--- src/rtl/divider_feeder.sv ---
// Operand FIFO plus Start/Done/Ack sequencer in front of an iterative 4-bit divider.
// Build macro DIVFEED_ZERO_CHECK_EN: zero-divisor pairs are answered locally (ResErr=1).
module divider_feeder #(
   parameter int DEPTH = 4
) (
   input  logic       Clk,
   input  logic       Reset,
   input  logic       Load,
   input  logic [3:0] LoadX,
   input  logic [3:0] LoadY,
   output logic       Full,
   output logic       Empty,
   output logic       Overflow,
   output logic [3:0] Xin,
   output logic [3:0] Yin,
   output logic       Start,
   output logic       Ack,
   input  logic       Done,
   input  logic [3:0] Quotient,
   input  logic [3:0] Remainder,
   output logic       ResValid,
   output logic       ResErr,
   output logic [3:0] ResQ,
   output logic [3:0] ResR,
   input  logic       ResRd,
   output logic       Busy
);
   localparam int AW = $clog2(DEPTH);
   localparam int CW = AW + 1;

   typedef enum logic [1:0] {IDLE, ISSUE, WAIT_DONE, ACK_S} state_t;

   logic [7:0]    fifo_mem [DEPTH];
   logic [AW-1:0] wr_ptr_reg;
   logic [AW-1:0] rd_ptr_reg;
   logic [CW-1:0] count_reg;
   logic          overflow_reg;

   state_t        state_reg;
   logic          start_reg;
   logic          ack_reg;
   logic [3:0]    xin_reg;
   logic [3:0]    yin_reg;
   logic          res_valid_reg;
   logic          res_err_reg;
   logic [3:0]    res_q_reg;
   logic [3:0]    res_r_reg;

   logic          fifo_full;
   logic          fifo_empty;
   logic          push;
   logic          pop;
   logic [7:0]    head;
   logic [3:0]    head_x;
   logic [3:0]    head_y;
   logic          zero_div;

   assign fifo_full  = (count_reg == CW'(DEPTH));
   assign fifo_empty = (count_reg == '0);
   assign head       = fifo_mem[rd_ptr_reg];
   assign head_x     = head[7:4];
   assign head_y     = head[3:0];

   // Loads arriving while full are dropped even if a pop happens in the same cycle.
   assign push = Load && !fifo_full;
   // Pop decision uses the registered count, so a fresh entry always waits one cycle.
   assign pop  = (state_reg == IDLE) && !fifo_empty && (!res_valid_reg || ResRd);

`ifdef DIVFEED_ZERO_CHECK_EN
   assign zero_div = (head_y == 4'd0);
`else
   assign zero_div = 1'b0;
`endif

   always_ff @(posedge Clk) begin
      if (push) begin
         fifo_mem[wr_ptr_reg] <= {LoadX, LoadY};
      end
   end

   always_ff @(posedge Clk) begin
      if (Reset) begin
         wr_ptr_reg   <= '0;
         rd_ptr_reg   <= '0;
         count_reg    <= '0;
         overflow_reg <= 1'b0;
      end else begin
         if (push) begin
            wr_ptr_reg <= wr_ptr_reg + AW'(1);
         end
         if (pop) begin
            rd_ptr_reg <= rd_ptr_reg + AW'(1);
         end
         case ({push, pop})
            2'b10:   count_reg <= count_reg + CW'(1);
            2'b01:   count_reg <= count_reg - CW'(1);
            default: count_reg <= count_reg;
         endcase
         if (Load && fifo_full) begin
            overflow_reg <= 1'b1;
         end
      end
   end

   always_ff @(posedge Clk) begin
      if (Reset) begin
         state_reg     <= IDLE;
         start_reg     <= 1'b0;
         ack_reg       <= 1'b0;
         xin_reg       <= 4'd0;
         yin_reg       <= 4'd0;
         res_valid_reg <= 1'b0;
         res_err_reg   <= 1'b0;
         res_q_reg     <= 4'd0;
         res_r_reg     <= 4'd0;
      end else begin
         start_reg <= 1'b0;
         ack_reg   <= 1'b0;
         // A capture later in this block overrides the read-clear, so new results win.
         if (ResRd && res_valid_reg) begin
            res_valid_reg <= 1'b0;
         end
         case (state_reg)
            IDLE: begin
               if (pop) begin
                  if (zero_div) begin
                     res_q_reg     <= 4'hF;
                     res_r_reg     <= head_x;
                     res_err_reg   <= 1'b1;
                     res_valid_reg <= 1'b1;
                  end else begin
                     xin_reg   <= head_x;
                     yin_reg   <= head_y;
                     start_reg <= 1'b1;
                     state_reg <= ISSUE;
                  end
               end
            end
            ISSUE: begin
               state_reg <= WAIT_DONE;
            end
            WAIT_DONE: begin
               if (Done) begin
                  res_q_reg     <= Quotient;
                  res_r_reg     <= Remainder;
                  res_err_reg   <= 1'b0;
                  res_valid_reg <= 1'b1;
                  ack_reg       <= 1'b1;
                  state_reg     <= ACK_S;
               end
            end
            ACK_S: begin
               state_reg <= IDLE;
            end
            default: begin
               state_reg <= IDLE;
            end
         endcase
      end
   end

   assign Full     = fifo_full;
   assign Empty    = fifo_empty;
   assign Overflow = overflow_reg;
   assign Xin      = xin_reg;
   assign Yin      = yin_reg;
   assign Start    = start_reg;
   assign Ack      = ack_reg;
   assign ResValid = res_valid_reg;
   assign ResErr   = res_err_reg;
   assign ResQ     = res_q_reg;
   assign ResR     = res_r_reg;
   assign Busy     = (state_reg != IDLE);

endmodule

--- config.mk ---
export PLATFORM = sky130hd
export DESIGN_NAME = divider_feeder
export DESIGN_NICKNAME = d
export VERILOG_FILES = /design/src/rtl/divider_feeder.sv
export SDC_FILE = /design/constraint.sdc
export NUM_CORES = 1
export LEC_CHECK = 0
export CAP_MARGIN = 20
export CORE_ASPECT_RATIO = 0.8
export CORE_MARGIN = 1
export CORE_UTILIZATION = 55
export CTS_CLUSTER_DIAMETER = 30
export DETAILED_ROUTE_END_ITERATION = 8
export PLACE_DENSITY = 0.88
export SLEW_MARGIN = 20
export SYNTH_ARGS = -nofsm -noshare
export SYNTH_HDL_FRONTEND = slang
export SYNTH_SLANG_ARGS = --single-unit
export TNS_END_PERCENT = 30
--- constraint.sdc ---
create_clock -name Clk -period 4.49 [get_ports Clk]
set_input_delay 0.6735 -clock Clk [delete_from_list [all_inputs] [get_ports Clk]]
set_output_delay 0.6735 -clock Clk [all_outputs]
set_load 0.02 [all_outputs]
==> results of run 1 <==
## cell usage in the layout (no fill, tap or decap), types with 2 or more instances in the layout
| cell | synthesis | routed |
|---|---|---|
| mux4_2 | 8 | 8 |
| nor2_1 | 8 | 8 |
| clkinv_4 | 0 | 2 |
| bufinv_16 | 0 | 2 |
| xor2_1 | 2 | 2 |
| ha_1 | 8 | 8 |
| edfxtp_1 | 32 | 32 |
| clkbuf_8 | 0 | 9 |
| o2bb2ai_1 | 8 | 8 |
| dfxtp_1 | 29 | 29 |
| nand3_1 | 2 | 2 |
| nand2b_1 | 11 | 11 |
| a21oi_1 | 15 | 15 |
| and3_1 | 4 | 4 |
| o21ai_0 | 3 | 3 |
| clkinvlp_4 | 0 | 3 |
| inv_1 | 11 | 11 |
| nand2_1 | 17 | 17 |
| clkdlybuf4s50_1 | 0 | 42 |
## report_power, final
| part | switching [mW] | leakage (nW) | internal, mW | total, mW |
|---|---|---|---|---|
| clock | 0.218 | 0.102 | 0.314 | 0.532 |
| sequential | 0.0636 | 0.530 | 0.690 | 0.754 |
| combinational | 0.344 | 0.467 | 0.293 | 0.637 |
## how the worst max path moves through the flow
| stage | slack [ps] | to | startpoint | depth (start not counted) |
|---|---|---|---|---|
| global placement | 1280 | count_reg[2] | ResRd | 9 |
| finish | 1450 | count_reg[2] | ResRd | 9 |
| CTS | 1460 | count_reg[2] | ResRd | 9 |
| global route | 1280 | count_reg[2] | ResRd | 9 |
| floorplan | 1950 | count_reg[2] | ResRd | 8 |
| detailed placement | 1150 | count_reg[2] | ResRd | 9 |
## cell usage after synthesis, drive strengths merged
cell type,count
and2,1
or3,2
dfxtp,29
nand2b,11
nor4,1
and3,4
and2b,1
nand3b,1
edfxtp,32
nor2b,1
or3b,1
o21ai,4
a21oi,15
mux2i,1
xor2,2
conb,1
o2bb2ai,8
mux4,8
nand3,2
nand2,17
clkbuf,4
o31ai,1
fa,1
ha,8
buf,4
o221ai,1
nor2,8
or4,1
mux2,1
nor3,1
a221oi,1
inv,13
nand4,1
## cells by family (layout without fill, tap and decap cells)
group / Yosys count / count (layout) / share of synthesized area
compound gates: 30 / 30 / 0.0818
other cells: 1 / 1 / 0.00151
xor+xnor: 2 / 2 / 0.00707
fa+ha+maj: 9 / 9 / 0.0485
buf+inv: 21 / 72 / 0.0379
mux: 10 / 10 / 0.0813
simple gates: 53 / 53 / 0.120
flops: 61 / 61 / 0.622
## critical path: stages
cell             delay, ps
clkdlybuf4s50_1        480
and2b_1                250
nor3_2                 480
ha_1                   290
inv_1                   70
fa_1                   410
xor2_1                 170
or3_1                  320
a21oi_1                150
## routing by layer
layer  global-route usage  vias to the layer above  part of all wire
li1                     -                      762                 -
met1                0.259                      713              0.45
met2                0.342                       38              0.48
met3               0.0672                       11             0.046
met4                0.111                        0             0.020
met5                    0                        -                 0
## cell type report
class,count,area (um2)
Timing Repair Buffer,43,425
Multi-Input combinational cell,105,842
Clock inverter,7,100
Clock buffer,9,124
Tap cell,57,71.3
Inverter,13,51.3
Fill cell,291,1100
Sequential cell,61,1540
## metrics by stage
step	std cells	area (um2)
finish	295	3160
global route	295	3160
CTS	295	3160
detailed placement	279	2940
global placement	279	2940
floorplan	187	2480
==> impl_metrics.toml, run 1 <==
[clock_tree]
cts_setup_buffers = 0
root_buffer = "clkbuf_8"
clockBufferDepth = 2
cts_hold_buf = 0
cts_buffers = 9
clock-sinks = 61
h-tree-depth = 3
ctsResizeCount = 0
clkTransAtPathRegs_ps = 70
cts_tree = "done"
clock_latency_ps = 340

[floorplan]
fp.dieH_um = 62.0
initial_core_util = 0.582
die-area_um2 = 4780
io-pin-count = 45
rows = 21
die_x_um = 77.0
core_um2 = 4260

[route]
vias = 1524
ant_nets = 0
drt-total-wl_mm = 4.51
drt-wirelength-per-cell_um = 15.3
drt-initial-drc-count = 63
vias_per_cell = 5.17
drt_pass1_iterations = 4
drc = 0

[timing]
fin_skew_ps = 6.26
setup_violations = 0
fin_crit_sh = 0.678
period_needed_ps = 3040
final.setup.worst_slack_ps = 1450
fmax_ghz = 0.329
slew_headroom = 0.570
setup_tns_ps = 0
rsz0062_at_grt = "no"
tightest_slew_ps = 645
hold_ws_ps = 457
hold_viol = 0
drv_slew = 0

[logic_synthesis]
yosys_warnings = 0
syn_avg_cell_area_um2 = 13.2
netlist_area_um2 = 2480
syn_inst = 187
ys_ff_latch = 61
synthTopCellsByArea = "edfxtp_1, dfxtp_1, mux4_2"
ys_seq_area_frac = 0.622
synth_area_leader_cell = "edfxtp_1"
synth.net_count = 217
synth.distinct_cells = 40
synth_top_cell_area_share = 0.388

[critical_path]
startpoint_type = "input port"
worstPathRequired_ps = 4750
worstPathArrival_ps = 3300
r2r-start = "state_reg[0]"
crit_fanout = 9
reg2reg_to = "count_reg[2]"
cp-end-kind = "flop"
crit_type = "in -> reg"
worst-r2r-setup-slack_ps = 1630
reg2regPathDepth = 10

[cells_and_area]
drive_gt1_frac = 0.134
area_growth_pct = 27.4
layout.nets = 263
largest_reg_flops = 32
fin_util = 0.741
diodes = 0
largest_register = "fifo_mem"

[placement]
routabilityCongestion = 0.784
dpl.hpwl_mm = 3.04
io_buffers = 43
dpl_worst_slack_ps = 1150

[global_routing]
grt_max_degree = 32
grt_pass1_vias = 1410
gr-usage-all-layers = 0.209
globalRoute.totalOverflow = 0
antenna_found_initial = 0
grt_pass1_wl_mm = 6.92

[min_path]
worstHoldPathCells = 2
hold_class = "reg -> reg"
holdCritStartpoint = "ResQ[0]"
min_to = "ResQ[0]"

[pwr]
powerDensity_nw_per_um2 = 609
power.static_leakage_nw = 1.10
peakVddDrop_mv = 0.434
power.total_mw = 1.92

[run]
maxCapViolations = 0

[run_status]
outcome = "finished, final reports clean"
Note: power is estimated with default switching activity, not from simulation.
==> run 2: changes to the inputs <==
CORE_UTILIZATION = 51   (was 55)
PLACE_DENSITY = 0.83   (was 0.88)
clock period = 2.9 ns   (was 4.49 ns; I/O delays follow)
==> impl_metrics.toml, run 2 (synthesized netlist as in run 1, its figures left out) <==
[cells_and_area]
layout.nets = 265
drive_gt1_frac = 0.138
area_growth_pct = 26.4
diodes = 0
largest_register = "fifo_mem"
fin_cells = 300
fin_util = 0.677
fin_area_um2 = 3130
mostFrequentLayoutCell = "clkdlybuf4s50_1"
largest_reg_flops = 32
final_cell_mix = "clkdlybuf4s50_1, edfxtp_1, dfxtp_1"

[timing]
fmax_ghz = 0.393
hold_ws_ps = 457
fin_skew_ps = 7.62
drv_slew = 0
setup_tns_ps = 0
slew_headroom = 0.562
rsz0062_at_grt = "no"
hold_viol = 0
period_needed_ps = 2550
fin_crit_sh = 0.878
setup_violations = 0
tightest_slew_ps = 656
final.setup.worst_slack_ps = 354

[pwr]
power.switching_uw = 997
peakVddDrop_mv = 0.436
power.total_mw = 2.84
swShare = 0.350
pwr-share-clk = 0.230
internal_power_mw = 1.85
powerDensity_nw_per_um2 = 909
p_seq_frac = 0.411
share_comb_of_total_power = 0.360
power.static_leakage_nw = 1.08

[route]
drt-initial-drc-count = 62
drt-total-wl_mm = 4.64
vias = 1576
drc = 0
drt-wirelength-per-cell_um = 15.5
vias_per_cell = 5.25
ant_nets = 0
drt_pass1_iterations = 4

[floorplan]
die-area_um2 = 5140
rows = 22
core_um2 = 4620
initial_core_util = 0.536
fp.dieH_um = 64.3
die_x_um = 79.9
io-pin-count = 45

[clock_tree]
cts_buffers = 9
cts_setup_buffers = 0
clockBufferDepth = 2
clkTransAtPathRegs_ps = 70
root_buffer = "clkbuf_8"
clock-sinks = 61
ctsResizeCount = 0
clock_latency_ps = 340
cts_hold_buf = 0
h-tree-depth = 3
cts_tree = "done"

[critical_path]
reg2regPathDepth = 10
cp_common_cell = "inv_1"
worstPathRequired_ps = 3160
worst-r2r-setup-slack_ps = 350
cp.depth = 10
startpoint_type = "flop"
cpLargestDelayFamily = "adder cells"
endpoint = "count_reg[2]"
crit_fanout = 6
crit_type = "reg -> reg"
r2r-start = "state_reg[0]"
cp-end-kind = "flop"
cp-startpoint = "state_reg[0]"
crit_path_max_incr_delay_ps = 390
worstPathArrival_ps = 2810
crit_slowest_cell = "fa_1"
cp.buffers_inverters = 3
reg2reg_to = "count_reg[2]"
path_cells = "inv_1 > ha_1 > inv_1 > nor3_2 > ha_1 > inv_1 > fa_1 > xor2_1 > or3_1 > a21oi_1"

[global_routing]
grt_pass1_wl_mm = 7.47
antenna_found_initial = 0
grt_pass1_vias = 1511
globalRoute.totalOverflow = 0
gr-usage-all-layers = 0.203
grt_max_degree = 19

[placement]
io_buffers = 43
routabilityCongestion = 0.734
dpl.hpwl_mm = 3.19
place_area_um2 = 2960
dpl_worst_slack_ps = 121
placed_cells = 284

[run]
maxCapViolations = 0

[min_path]
holdCritStartpoint = "ResR[3]"
hold_class = "reg -> reg"

[run_status]
outcome = "finished, final reports clean"
## run 2: cell count changes in the layout (fill, tap and decap cells not counted), moves of 2 or more
cell        before  now
buf_4            0    2
bufinv_16        2    0
clkinv_4         2    0
clkinvlp_4       3    5
## run 2: worst min path at each step
stage,to,slack [ps],cells after the start
after floorplan,count_reg[2],470,2
after global placement,ResR[2],440,2
after detailed placement,ResR[1],450,2
after CTS,ResR[3],460,2
after global routing,ResR[2],490,2
final,ResR[3],460,2
## run 2: power groups by stage
| stage | registers [mW] | logic [mW] | clock network, mW |
|---|---|---|---|
| after global routing | 1.19 | 1.10 | 0.703 |
| final | 1.17 | 1.02 | 0.653 |
| after global placement | 1.18 | 0.969 | 0 |
| after CTS | 1.17 | 1.03 | 0.665 |
| after floorplan | 1.23 | 0.593 | 0 |
| after detailed placement | 1.19 | 1.01 | 0 |
## run 2: worst min-delay path, stage by stage (launching register included)
cell	delay, ps
dfxtp_1	310
nand2_1	50
a21oi_1	50
## run 2: final cells by class
| cell class | count | area (um2) |
|---|---|---|
| fill | 333 | 1490 |
| clock inverter | 7 | 51.3 |
| timing repair buffer | 45 | 445 |
| inverter | 13 | 51.3 |
| tap | 60 | 75.1 |
| sequential | 61 | 1540 |
| clock buffer | 9 | 124 |
| multi-input combinational | 105 | 842 |
## run 2: metal layers
metal / GRT usage / wire length [um]
met1: 0.264 / 2140
met5: 0 / 0
met3: 0.0886 / 273
met2: 0.295 / 2120
met4: 0.0893 / 104
